## config.mk

```make
export PLATFORM = sky130hd
export DESIGN_NAME = clock_alarm_core
export DESIGN_NICKNAME = d
export VERILOG_FILES = /design/src/rtl/clock_alarm_pkg.sv /design/src/rtl/clock_alarm_core_hm_counter.sv /design/src/rtl/clock_alarm_core.sv
export SDC_FILE = /design/constraint.sdc
export NUM_CORES = 1
export LEC_CHECK = 0
export CORE_MARGIN = 2
export CORE_UTILIZATION = 24
export CTS_CLUSTER_SIZE = 30
export DETAILED_ROUTE_END_ITERATION = 10
export PLACE_DENSITY = 0.43
export SYNTH_ARGS = -nofsm -noshare
export SYNTH_HDL_FRONTEND = slang
export SYNTH_HIERARCHICAL = 1
export SYNTH_SLANG_ARGS = --single-unit
```

## constraint.sdc

```tcl
create_clock -name clk_i -period 3.1 [get_ports clk_i]
set_input_delay 0.31 -clock clk_i [delete_from_list [all_inputs] [get_ports clk_i]]
set_output_delay 0.31 -clock clk_i [all_outputs]
set_load 0.05 [all_outputs]
```

## src/rtl/clock_alarm_pkg.sv

```systemverilog
// Shared types, widths and limits for the clock/alarm core and its hour:minute counters.
// Includes the hour:minute wrap helpers used by both the counters and the alarm compare.
package clock_alarm_pkg;
    localparam int HOUR_W   = 5;
    localparam int MIN_W    = 6;
    localparam int SEC_W    = 6;
    localparam int RCNT_W   = 6;
    localparam int MAX_HOUR = 23;
    localparam int MAX_MIN  = 59;
    localparam int MAX_SEC  = 59;

    typedef enum logic [1:0] {
        ST_IDLE   = 2'd0,
        ST_RING   = 2'd1,
        ST_SNOOZE = 2'd2
    } state_e;

    typedef struct packed {
        logic [HOUR_W-1:0] hours;
        logic [MIN_W-1:0]  mins;
    } hm_t;

    function automatic hm_t hm_inc(input hm_t v);
        hm_t r;
        r = v;
        if (v.mins == MIN_W'(MAX_MIN)) begin
            r.mins  = '0;
            r.hours = (v.hours == HOUR_W'(MAX_HOUR)) ? '0 : v.hours + HOUR_W'(1);
        end else begin
            r.mins = v.mins + MIN_W'(1);
        end
        return r;
    endfunction

    function automatic hm_t hm_dec(input hm_t v);
        hm_t r;
        r = v;
        if (v.mins == '0) begin
            r.mins  = MIN_W'(MAX_MIN);
            r.hours = (v.hours == '0) ? HOUR_W'(MAX_HOUR) : v.hours - HOUR_W'(1);
        end else begin
            r.mins = v.mins - MIN_W'(1);
        end
        return r;
    endfunction
endpackage

```

## src/rtl/clock_alarm_core_hm_counter.sv

```systemverilog
// Hour:minute register with +1/-1 steps and a +1 carry input, wrapping 23:59 <-> 00:00.
// Simultaneous up and down requests cancel.
import clock_alarm_pkg::*;

module hm_counter (
    input  logic              clk_i,
    input  logic              reset_i,
    input  logic              inc_i,
    input  logic              dec_i,
    input  logic              carry_i,
    output logic [HOUR_W-1:0] hour_o,
    output logic [MIN_W-1:0]  min_o
);
    hm_t  hm_q, hm_d;
    logic up;

    assign up = inc_i | carry_i;

    always_comb begin
        hm_d = hm_q;
        if (up && !dec_i) begin
            hm_d = hm_inc(hm_q);
        end else if (dec_i && !up) begin
            hm_d = hm_dec(hm_q);
        end
    end

    always_ff @(posedge clk_i) begin
        if (reset_i) begin
            hm_q <= '0;
        end else begin
            hm_q <= hm_d;
        end
    end

    assign hour_o = hm_q.hours;
    assign min_o  = hm_q.mins;
endmodule

```

## src/rtl/clock_alarm_core.sv

```systemverilog
// Clock/alarm back end: prescaler, seconds, edge-detected adjust steps and ring FSM.
// Define CLOCK_ALARM_SNOOZE_EN to add the snooze input and SNOOZE state.
//
//  state     | meaning
//  ST_IDLE   | not sounding, waiting for the alarm minute
//  ST_RING   | sounding; counts minute rollovers towards auto-stop
//  ST_SNOOZE | silenced by snooze; counts minute rollovers until re-ring
import clock_alarm_pkg::*;

module clock_alarm_core #(
    parameter int TICKS_PER_SEC = 1000000,
    parameter int RING_MIN      = 1
`ifdef CLOCK_ALARM_SNOOZE_EN
    ,
    parameter int SNOOZE_MIN    = 9
`endif
) (
    input  logic              clk_i,
    input  logic              reset_i,
    input  logic              c_plus_i,
    input  logic              c_minus_i,
    input  logic              a_plus_i,
    input  logic              a_minus_i,
    input  logic              alarm_on_i,
`ifdef CLOCK_ALARM_SNOOZE_EN
    input  logic              snooze_i,
`endif
    output logic [HOUR_W-1:0] clk_hour_o,
    output logic [MIN_W-1:0]  clk_min_o,
    output logic [SEC_W-1:0]  clk_sec_o,
    output logic [HOUR_W-1:0] al_hour_o,
    output logic [MIN_W-1:0]  al_min_o,
    output logic              ringing_o
);
    localparam int PRESC_W = (TICKS_PER_SEC > 1) ? $clog2(TICKS_PER_SEC) : 1;

    logic [3:0]         adj_q, adj_prev_q, adj_edge;
    logic               c_inc, c_dec, c_step, a_inc, a_dec, al_edge;
    logic [PRESC_W-1:0] presc_q, presc_d;
    logic [SEC_W-1:0]   sec_q, sec_d;
    logic               tick, sec_carry, alarm_hit;
    hm_t                clk_cur, al_cur;
    state_e             state_q;
    logic [RCNT_W-1:0]  ring_cnt_q, ring_cnt_nxt;
    logic               ringing_q;

    // Adjust levels: {c_plus, c_minus, a_plus, a_minus}
    always_ff @(posedge clk_i) begin
        if (reset_i) begin
            adj_q      <= '0;
            adj_prev_q <= '0;
        end else begin
            adj_q      <= {c_plus_i, c_minus_i, a_plus_i, a_minus_i};
            adj_prev_q <= adj_q;
        end
    end

    assign adj_edge = adj_q & ~adj_prev_q;
    assign c_inc    = adj_edge[3] & ~adj_edge[2];
    assign c_dec    = adj_edge[2] & ~adj_edge[3];
    assign c_step   = c_inc | c_dec;
    assign a_inc    = adj_edge[1] & ~adj_edge[0];
    assign a_dec    = adj_edge[0] & ~adj_edge[1];
    assign al_edge  = adj_edge[1] | adj_edge[0];

`ifdef CLOCK_ALARM_SNOOZE_EN
    logic snz_q, snz_prev_q, snz_edge;

    always_ff @(posedge clk_i) begin
        if (reset_i) begin
            snz_q      <= 1'b0;
            snz_prev_q <= 1'b0;
        end else begin
            snz_q      <= snooze_i;
            snz_prev_q <= snz_q;
        end
    end

    assign snz_edge = snz_q & ~snz_prev_q;
`endif

    assign tick      = (presc_q == PRESC_W'(TICKS_PER_SEC - 1));
    // A clock step restarts the second, so a coincident tick is dropped.
    assign sec_carry = tick & ~c_step & (sec_q == SEC_W'(MAX_SEC));

    always_comb begin
        presc_d = presc_q + PRESC_W'(1);
        sec_d   = sec_q;
        if (c_step) begin
            presc_d = '0;
            sec_d   = '0;
        end else if (tick) begin
            presc_d = '0;
            sec_d   = sec_carry ? '0 : sec_q + SEC_W'(1);
        end
    end

    always_ff @(posedge clk_i) begin
        if (reset_i) begin
            presc_q <= '0;
            sec_q   <= '0;
        end else begin
            presc_q <= presc_d;
            sec_q   <= sec_d;
        end
    end

    hm_counter u_clk_hm (
        .clk_i   (clk_i),
        .reset_i (reset_i),
        .inc_i   (c_inc),
        .dec_i   (c_dec),
        .carry_i (sec_carry),
        .hour_o  (clk_hour_o),
        .min_o   (clk_min_o)
    );

    hm_counter u_al_hm (
        .clk_i   (clk_i),
        .reset_i (reset_i),
        .inc_i   (a_inc),
        .dec_i   (a_dec),
        .carry_i (1'b0),
        .hour_o  (al_hour_o),
        .min_o   (al_min_o)
    );

    assign clk_cur = {clk_hour_o, clk_min_o};
    assign al_cur  = {al_hour_o, al_min_o};

    // Only a seconds rollover into the alarm minute triggers; steps never do.
    assign alarm_hit    = sec_carry & alarm_on_i & (hm_inc(clk_cur) == al_cur);
    assign ring_cnt_nxt = ring_cnt_q + RCNT_W'(1);

    always_ff @(posedge clk_i) begin
        if (reset_i) begin
            state_q    <= ST_IDLE;
            ring_cnt_q <= '0;
            ringing_q  <= 1'b0;
        end else begin
            case (state_q)
                ST_IDLE: begin
                    if (alarm_hit) begin
                        state_q    <= ST_RING;
                        ring_cnt_q <= '0;
                        ringing_q  <= 1'b1;
                    end
                end
                ST_RING: begin
                    if (!alarm_on_i || al_edge) begin
                        state_q   <= ST_IDLE;
                        ringing_q <= 1'b0;
`ifdef CLOCK_ALARM_SNOOZE_EN
                    end else if (snz_edge) begin
                        state_q    <= ST_SNOOZE;
                        ring_cnt_q <= '0;
                        ringing_q  <= 1'b0;
`endif
                    end else if (sec_carry) begin
                        ring_cnt_q <= ring_cnt_nxt;
                        if (ring_cnt_nxt == RCNT_W'(RING_MIN)) begin
                            state_q   <= ST_IDLE;
                            ringing_q <= 1'b0;
                        end
                    end
                end
`ifdef CLOCK_ALARM_SNOOZE_EN
                ST_SNOOZE: begin
                    if (!alarm_on_i || al_edge) begin
                        state_q <= ST_IDLE;
                    end else if (sec_carry) begin
                        ring_cnt_q <= ring_cnt_nxt;
                        if (ring_cnt_nxt == RCNT_W'(SNOOZE_MIN)) begin
                            state_q    <= ST_RING;
                            ring_cnt_q <= '0;
                            ringing_q  <= 1'b1;
                        end
                    end
                end
`endif
                default: begin
                    state_q   <= ST_IDLE;
                    ringing_q <= 1'b0;
                end
            endcase
        end
    end

    assign clk_sec_o = sec_q;
    assign ringing_o = ringing_q;
endmodule
```

==> summary.txt <==
Clock network
  – Clock tree root buffer cell: clkbuf_16
  – Hold Buf Count CTS: 0
  – Clock sinks: 63
  – Inserted Clock Buffers: 9
  – H-tree levels: 3
  – Worst skew pair latency: 0.34 ns
  – Worst-path clk slew: 0.06 ns
  – Postcts setup bufs: 0
  – Clk buf depth: 2
  – CTS tree: done

Timing
  – RSZ-0062 raised after global routing: true
  – Setup Viol. Count Final: 0
  – Min cycle time layout: 3.07 ns
  – Max_slew headroom: 61.8%
  – Final Hold Viols: 0
  – Worst-Margin Slew: 0.572 ns
  – Fin. max-slew vios: 0
  – Fin crit share: 98.9%
  – Maximum achievable frequency: 326 MHz
  – Skew final: around 0.0063 ns
  – Setup TNS: 0 ns

Floorplanning
  – I/O pins: 36
  – Die W: 137 um
  – Die height: about 140 um
  – Starting Density: about a quarter
  – Row Count: 48
  – Die area: 0.0187 mm2
  – Core ar.: ~0.017 mm2

Layout
  – N_diodes: 0
  – Fin util: 31.4%
  – Commonest non-fill, non-tap cell in the layout: nor2_1
  – Layout area overhead: 28.2%
  – Most frequent cells in the layout: nor2_1 (59), dfxtp_1 (57), clkdlybuf4s50_1 (35)
  – Nets: 615
  – Share of layout cells above drive strength 1: 15.5%
  – # fillers: 1828

Worst setup path
  – CP Launch Type: flip-flop
  – CP cell instances: or4_4 -> or4_4 -> nor3_4 -> or2_4 -> ha_4 -> nand2_2 -> or4_4 -> and2_4 -> or3_4 -> a21oi_2
  – Max incr delay on CP: 0.58 ns
  – CP Class: reg2reg
  – Most used cell, CP: or4_4
  – CP max stage cell: or4_4
  – Worst Path Max Fanout: 5
  – R2R setup slack: approximately 0.034 ns
  – R2R depth: 10
  – Critical Path Sink Type: flip-flop
  – Buf/Inv on CP: 0
  – Worst reg2reg startpoint: presc_q[10]
  – Family with the most delay on the worst path: simple AND/OR/NAND/NOR gates
  – WP data required: 3.37 ns
  – Reg2reg end: u_clk_hm/hour_o[0]
  – Worst EP arrival: around 3.3 ns

Synth
  – Register area share after synthesis: 29.8%
  – Number of enable flip-flop cells after synthesis: 0
  – Synth top area share: 29.8%
  – Synth area leaders: dfxtp_1 (30%), xor2_1 (6.6%), ha_1 (5.9%), nor2_1 (5.2%), a21oi_1 (3.5%)
  – Syn Nets: 559
  – Syn Std Cell Area: 0.00424 mm2
  – Yosys reg bits: 63
  – Warnings, synthesis: 6
  – Post-synthesis cell type count: 64
  – Ys flop type: dfxtp_1
  – Syn Area/Cell: 7.97 um2
  – Post-synth top area cell: dfxtp_1
  – Async S/R FF share, synth: 0%
  – Mapped Cells: 532

Status
  – Outcome: complete, no violations

Placement
  – Detailed placement HPWL: 8230 um
  – IO buf count: 35
  – Global placer's final weighted congestion: approximately 0.83

Global route
  – Total gr overflow: 0
  – Initial antenna violation count: 0
  – Number of global-route vias before repair: between 3000 and 4000
  – First-pass GRT wire length: 18800 um
  – Largest net degree at the start of global routing: 20
  – All-Layer GR Usage: between 10 and 15%

Drt
  – DR DRC count: 0
  – Number of vias per cell: 4.91
  – First-pass DRT Iterations: 6
  – Via count: 4015
  – ANT nets after route: 0
  – Routed wire per std cell: approximately 14 um
  – DRT iter0 DRCs: 235
  – Final wirelength: 11300 um

Power and ir drop
  – Clock network fraction of design power: 44.1%
  – Sw Pwr: 910 uW
  – Register share of total power: 31.8%
  – Sw Ratio: 31.0%
  – Combinational Power Share: approximately a quarter
  – Worst VDD drop: 0.265 mV
  – Power per cell area: approximately 540 mW/mm2
  – Cell-internal power: 2.02 mW
  – P_leak: 2.08 nW

Min path
  – Hold Path Class: reg2reg
  – Worst hold path stage count: 1
  – Hold endpoint: adj_prev_q[0]
  – Hold_sp: adj_q[0]

Job
  – Max-cap violation count: 0
==> synth_stat cells (5+ instances only) <==
master,count
o211ai_1,5
nand3_1,27
ha_1,20
a21oi_1,30
dfxtp_1,63
or3_1,6
inv_1,22
o31ai_1,11
nor3_1,14
xnor2_1,16
nand3b_1,6
nor2b_1,19
a31oi_1,8
nand4_1,11
and3_1,12
nor2_1,59
xor2_1,32
nand2b_1,7
clkbuf_1,11
o21ai_0,23
nand2_1,33
==> cells by family (layout without fill, tap and decap cells) <==
group,after synthesis,count (layout),share of synthesized area [%]
AO/OA/AOI/OAI,97,97,14.1
XOR/XNOR,48,48,9.92
adder cells (fa/ha/maj),20,20,5.90
buffers and inverters,48,109,5.55
flip-flops,63,63,29.8
multiplexers,2,2,0.472
other,1,1,0.0885
AND/OR/NAND/NOR,253,253,34.2
==> metrics by stage <==
step | cell area, um2 | hold WS [ns] | total power, mW | std cells | setup slack, ns
after global placement | 5010 | 0.445 | 1.64 | 802 | 0.0224
after global routing | 5430 | 0.477 | 3.08 | 818 | -0.0968
after CTS | 5410 | 0.464 | 2.95 | 818 | -0.0251
after detailed placement | 5010 | 0.453 | 1.64 | 802 | -0.0280
final | 5430 | 0.461 | 2.93 | 818 | 0.0342
after floorplan | 4270 | 0.430 | 1.44 | 532 | -0.0424
==> worst max path at each step <==
stage                            from            endpoint  cells after the start
after floorplan           presc_q[10]  u_clk_hm/hour_o[0]                     11
after global placement    presc_q[10]  u_clk_hm/hour_o[0]                     10
after detailed placement  presc_q[10]  u_clk_hm/hour_o[0]                     10
after CTS                  presc_q[6]  u_clk_hm/hour_o[0]                     10
after global routing      presc_q[10]  u_clk_hm/hour_o[0]                     10
final                     presc_q[10]  u_clk_hm/hour_o[0]                     10
==> power groups by stage <==
stage	clock network, mW	logic [mW]	registers (mW)
4_1_cts	1.32	0.695	0.935
6_report	1.29	0.707	0.933
3_5_place_dp	0	0.687	0.953
5_1_grt	1.36	0.773	0.944
2_1_floorplan	0	0.403	1.04
3_3_place_gp	0	0.689	0.953
==> metal layers <==
layer | vias up | share of wire [%] | global-route usage, %
met4 | 0 | 1.5 | 4.87
met3 | 11 | 3.5 | 2.63
li1 | 2012 | - | -
met1 | 1915 | 49 | 16.9
met2 | 77 | 46 | 20.0
met5 | - | 0 | 0
==> area by class of cell <==
| type | instances | area (um2) | share of cell area (%) |
|---|---|---|---|
| inverters | 24 | 90.1 | 1.66 |
| flip-flops and latches | 63 | 1270 | 23.4 |
| clock inverters | 6 | 138 | 2.53 |
| multi-input cells | 421 | 2810 | 51.7 |
| well taps | 225 | 282 | 5.18 |
| clock buffers | 10 | 239 | 4.40 |
| repair buffers | 69 | 609 | 11.2 |
==> what timing repair did <==
item,in CTS,in global routing
setup endpoints to repair,3,6
pin swaps,10,5
gates resized for setup,6,3
==> registers in the layout (all words and copies together), names as in the netlist <==
| register | flops |
|---|---|
| ringing_o | 1 |
| u_al_hm/hour_o | 5 |
| adj_q | 4 |
| ring_cnt_q | 6 |
| presc_q | 20 |
| u_clk_hm/hour_o | 5 |
| adj_prev_q | 4 |
| u_clk_hm/min_o | 6 |
| u_al_hm/min_o | 6 |
| clk_sec_o | 6 |
Power figures use the tool's default switching activity.
==> patch 1 (config.mk and constraints unchanged) <==
Register the output `al_min_o`, without a reset; this adds one clock of latency there. The other outputs are not delayed to match.
--- a/src/rtl/clock_alarm_core.sv
+++ b/src/rtl/clock_alarm_core.sv
@@ -35,2 +35,4 @@
     localparam int PRESC_W = (TICKS_PER_SEC > 1) ? $clog2(TICKS_PER_SEC) : 1;
+
+    logic [MIN_W-1:0] al_min_d;
 
@@ -124,3 +126,3 @@
         .hour_o  (al_hour_o),
-        .min_o   (al_min_o)
+        .min_o   (al_min_d)
     );
@@ -128,3 +130,3 @@
     assign clk_cur = {clk_hour_o, clk_min_o};
-    assign al_cur  = {al_hour_o, al_min_o};
+    assign al_cur  = {al_hour_o, al_min_d};
 
@@ -190,2 +192,6 @@
     assign ringing_o = ringing_q;
+    always_ff @(posedge clk_i) begin
+        al_min_o <= al_min_d;
+    end
+
 endmodule
Check against the original RTL: not equivalent (Yosys sat finds a counterexample within 4 cycles, from zero or initial values and one cycle with reset_i high).
==> patch 1 against the original RTL <==
Setup slack gained 0.20 ns; sequential cell count grew 6; wire length fell by 0.30%; via count up 0.32%; cell area fell by 0.32%; area after synthesis up 4.7%; first-iteration DRC count is 9.8% lower; die area is 4.6% higher; critical path type unchanged; power fell by 2.9%; critical endpoint unchanged.
==> patch 1: results (changes against the original RTL) <==
hpwlAfterDp_um: 8094  # -1.6%
route.detailed.vias_per_inst: 4.894  # -0.29%
track_usage_pct: 11.90  # -0.75 points
synthesized_instance_count: 551  # +3.6%
drtPass1Iterations: 4  # -2
wire_per_inst_um: 13.64  # -0.91%
timing.clock.skew_ns: 0.005270  # -0.001056 ns
synth.net_count: 578  # +3.4%
irDropWorstVdd_uv: 268.7  # +1.4%
final_nets: 617  # +0.33%
final_cell_count_no_fill: 823  # +0.61%
clock_net_power_uw: 1130  # -12%
synthTopCellsByArea: "dfxtp_1 (31%), nor2_1 (5.8%), ha_1 (5.6%)"
max_slew_margin_pct: 61.07  # -0.70 points
grt_pass1_wl_um: 19180  # +2.2%
via_count_of_the_first_global_routing_pass: 3857  # +3.1%
largest_net_degree_at_the_start_of_global_routing: 21  # +5.0%
synthTopCellsByCount: "dfxtp_1 (69), nor2_1 (68), a21oi_1 (34), inv_1 (29), nand2_1 (29)"
fraction_of_final_layout_cells_with_drive_strength_greater_than_1_pct: 11.95  # -3.6 points
number_of_library_cell_types_mapped_by_synthesis: 73  # +14%
post-synth-top-area-fraction_pct: 31.12  # +1.4 points
power.switching_fraction_pct: 31.91  # +0.90 points
finalWeightedCongestion: 0.9024  # +8.3%
total_placed_cells_including_tap_cells: 808  # +0.75%
run_status: "completed"
## patch 1: cell types whose count changed in the layout (fill, tap and decap cells not counted), sizes merged, moves of 4 or more
| cell | unedited run | this run |
|---|---|---|
| xor2 | 32 | 24 |
| nand2 | 35 | 31 |
| nor2b | 19 | 15 |
| or4b | 5 | 0 |
| or4 | 8 | 4 |
| buf | 34 | 22 |
| nand4 | 13 | 17 |
| or3 | 8 | 13 |
| inv | 26 | 32 |
| nor2 | 59 | 68 |
| a21oi | 30 | 34 |
| dfxtp | 63 | 69 |
## patch 1: routing by layer
metal  global-route usage, %  routed length (um)
met1                   15.61                5422
met2                   19.18                5222
met3                   2.598                 448
met4                   4.526                 130
met5                       0                   0
## patch 1: cell families (layout without fill, tap and decap cells)
| logic type | Yosys count | count (layout) | share of synthesized area, % |
|---|---|---|---|
| and+or+nand+nor | 248 | 248 | 30.93 |
| AOI/OAI and AO/OA | 111 | 111 | 16.92 |
| DFF | 69 | 69 | 31.12 |
| buffers and inverters | 60 | 103 | 6.907 |
| xor gates and xnor gates | 39 | 39 | 7.697 |
| adders and majority gates | 20 | 20 | 5.639 |
| muxes | 3 | 3 | 0.7048 |
| other | 1 | 1 | 0.08450 |
## patch 1: cell type report
type,count,area (um2)
fill,1938,12610
multi-input combinational,422,2780
sequential,69,1381
timing repair buffer,57,528.0
tap,229,286.5
clock buffer,10,239.0
inverter,31,116.4
clock inverter,5,83.83
## patch 1: critical path: stages, from the launching register on
cell	delay, ns
dfxtp_1	0.31
nand2b_1	0.11
inv_1	0.05
ha_1	0.28
and4b_1	0.19
nand3_1	0.13
nor4_4	0.18
or2_2	0.17
ha_2	0.20
nand2_1	0.07
or4_4	0.46
and2_4	0.18
or3_1	0.34
a21oi_1	0.13
## patch 1: path summary, 6_finish.rpt
kind | start | to | slack (ns) | cells past startpoint
max | adj_prev_q[2] | u_clk_hm/hour_o[0] | 0.24 | 13
min | presc_q[0] | presc_q[0] | 0.45 | 1
max reg2reg | adj_prev_q[2] | u_clk_hm/hour_o[0] | 0.24 | 13
min reg2reg | presc_q[0] | presc_q[0] | 0.45 | 1
## patch 1: through the flow
| stage | hold slack (ns) | utilization [%] | cell area, um2 | setup slack (ns) |
|---|---|---|---|---|
| 4_1_cts | 0.4487 | 29.91 | 5391 | 0.05935 |
| 5_1_grt | 0.4826 | 30.04 | 5415 | 0.01402 |
| 3_5_place_dp | 0.4370 | 28.09 | 5062 | 0.002381 |
| 3_3_place_gp | 0.4310 | 28.09 | 5062 | 0.09242 |
| 6_report | 0.4465 | 30.04 | 5415 | 0.2390 |
| 2_1_floorplan | 0.3724 | - | 4438 | 0.1795 |
## patch 1: repair_timing
action,4_1_cts,5_1_grt
setup buffers,0,0
endpoints found under the setup margin,3,3
gates resized for setup,1,5
pin swaps,0,1
==> patch 2 (same settings) <==
Without the edit above. The option `CLOCK_ALARM_SNOOZE_EN` is turned on by a define.
--- a/src/rtl/clock_alarm_core.sv
+++ b/src/rtl/clock_alarm_core.sv
@@ -7,2 +7,4 @@
 //  ST_SNOOZE | silenced by snooze; counts minute rollovers until re-ring
+`define CLOCK_ALARM_SNOOZE_EN
+
 import clock_alarm_pkg::*;
Ports: changed (added snooze_i); port bits go from 36 to 37. The function was not compared with the original's and may differ.
==> patch 2 against the original RTL <==
Cell area rose by 1.5%; setup slack improved by 0.12 ns; power fell by 6.5%; first-iteration DRC count fell by 22%; global-route usage fell by 0.47 points; sequential cell count rose by 4; sequential power rose by 5.5%; wire length rose by 5.2%; worst hold slack improved by 0.0044 ns; die area rose by 7.0%; area after synthesis rose by 7.2%; critical path depth rose by 1; critical endpoint is now u_clk_hm/hour_o[2].
==> patch 2: results (changes against the original RTL) <==
run_status: "completed"
sequential_share_of_the_synthesized_area_pct: 29.51  # -0.24 points
fraction_of_final_layout_cells_with_drive_strength_greater_than_1_pct: 11.96  # -3.6 points
grt_pass1_wl_um: 19710  # +5.0%
hold_viol_final: 0  # unchanged
first_iter_violations: 184  # -22%
hpwlAfterDp_um: 8724  # +6.0%
path_clk_slew_ns: 0.06  # about the same
reg2reg_setup_slack_ns: 0.15  # +0.12 ns
regMostFlops: "presc_q"
synthTopCellsByCount: "dfxtp_1 (67), nor2_1 (56), nand2_1 (39), a21oi_1 (31), inv_1 (31)"
synth.yosys.warnings: 6  # unchanged
numPortBuffers: 36  # +2.9%
clock_insertion_delay_at_the_later_pin_of_the_skew_report_ns: 0.35
tightestPinTransition_ns: 0.6993  # +0.1276 ns
number_of_library_cell_types_mapped_by_synthesis: 85  # +33%
final_nets: 629  # +2.3%
timing.clock.skew_ns: 0.008991  # +0.002664 ns
initial_antenna_violation_count: 0  # unchanged
worstPathMaxFanout: 6  # +1
largest_reg_flops: 20  # unchanged
p_leak_uw: 0.002061  # -0.89%
largest_net_degree_at_the_start_of_global_routing: 22  # +10%
fillCellCount: 1986  # +8.6%
drt-total-wl_um: 11850  # +5.2%
irDropWorstVdd_uv: 275.1  # +3.8%
antenna_cells: 0  # unchanged
cts_max_path_buffers: 2  # unchanged
via_count_of_the_first_global_routing_pass: 3812  # +1.9%
synthTopCellsByArea: "dfxtp_1 (30%), ha_1 (6.6%), nor2_1 (4.6%)"
maxClockFrequency_ghz: 0.3391  # +4.0%
placement.setup.worst_slack_ns: 0.09366  # +0.1217 ns
postSynth.asyncResetShare_pct: 0  # unchanged
cp_slowest_cell: "or4b_4"
synth.net_count: 589  # +5.4%
fin_hold_ws_ns: 0.4654  # +0.004411 ns
critPathMaxStageDelay_ns: 0.52  # -0.06 ns
htree_levels: 3  # unchanged
cts-root-buf: "clkbuf_16"
finalWeightedCongestion: 0.8236  # -1.2%
track_usage_pct: 12.18  # -0.47 points
drtPass1Iterations: 4  # -2
post-cts-setup-buffers: 0  # unchanged
hp-class: "register to register"
route.detailed.vias_per_inst: 4.955  # +0.94%
clock_buffer_count_from_cts: 9  # unchanged
patch 2: cell count changes after synthesis, sizes merged, moves of 5 or more:
cell    unedited run  this run
nand3b             7         2
inv               24        32
or4                8         3
mux2i              2         7
nand2b             7        13
a211oi             0         6
o31ai             11         4
nor4               4         9
nand2             35        40
xor2              32        24
patch 2: layout make-up:
type,count,share of cell area [%]
Multi-Input combinational cell,434,53.64
Sequential cell,67,24.40
Timing Repair Buffer,53,8.854
Tap cell,234,5.312
Clock buffer,9,4.086
Inverter,32,2.179
Clock inverter,7,1.521
patch 2: power breakdown:
part           total [uW]  switching, uW  internal [uW]
logic                 675            417            258
clock network        1080            446            638
registers             984           82.3            902
patch 2: worst paths after layout:
path | start | endpoint | cells after the start
worst max-delay path | adj_prev_q[3] | u_clk_hm/hour_o[2] | 11
worst min-delay path | adj_q[1] | adj_prev_q[1] | 1
worst max register to register | adj_prev_q[3] | u_clk_hm/hour_o[2] | 11
worst min register to register | adj_q[1] | adj_prev_q[1] | 1
patch 2: repair_timing:
item,CTS,global route
endpoints found under the hold margin,0,0
resized for setup,0,2
endpoints found under the setup margin,0,2
patch 2: kinds of logic after synthesis:
kind of cell	after synthesis	synth area share [%]
flip-flops	67	29.51
multiplexers	11	2.615
AO/OA/AOI/OAI	117	17.53
AND/OR/NAND/NOR	240	30.14
XOR/XNOR	40	7.707
adder cells (fa/ha/maj)	25	6.826
other	1	0.08250
buffers and inverters	56	5.587
patch 2: routing by layer:
metal | GRT usage (%) | vias to the layer above | part of all wire, %
li1 | - | 2086 | -
met1 | 16.25 | 1980 | 48
met2 | 19.52 | 64 | 47
met3 | 2.767 | 12 | 3.7
met4 | 3.947 | 0 | 1.6
met5 | 0 | - | 0
patch 2: worst max-delay path, delay by kind of cell, from the launching register on:
| family | cells | cell delay, ns |
|---|---|---|
| AOI/OAI and AO/OA | 1 | 0.15 |
| adders and majority gates | 2 | 0.48 |
| muxes | 1 | 0.34 |
| and+or+nand+nor | 7 | 1.58 |
| DFF | 1 | 0.29 |
patch 2: through the flow:
stage | std cells | area, um2
2_1_floorplan | 557 | 4549
3_3_place_gp | 820 | 5196
3_5_place_dp | 820 | 5196
4_1_cts | 836 | 5505
5_1_grt | 836 | 5512
6_report | 836 | 5512
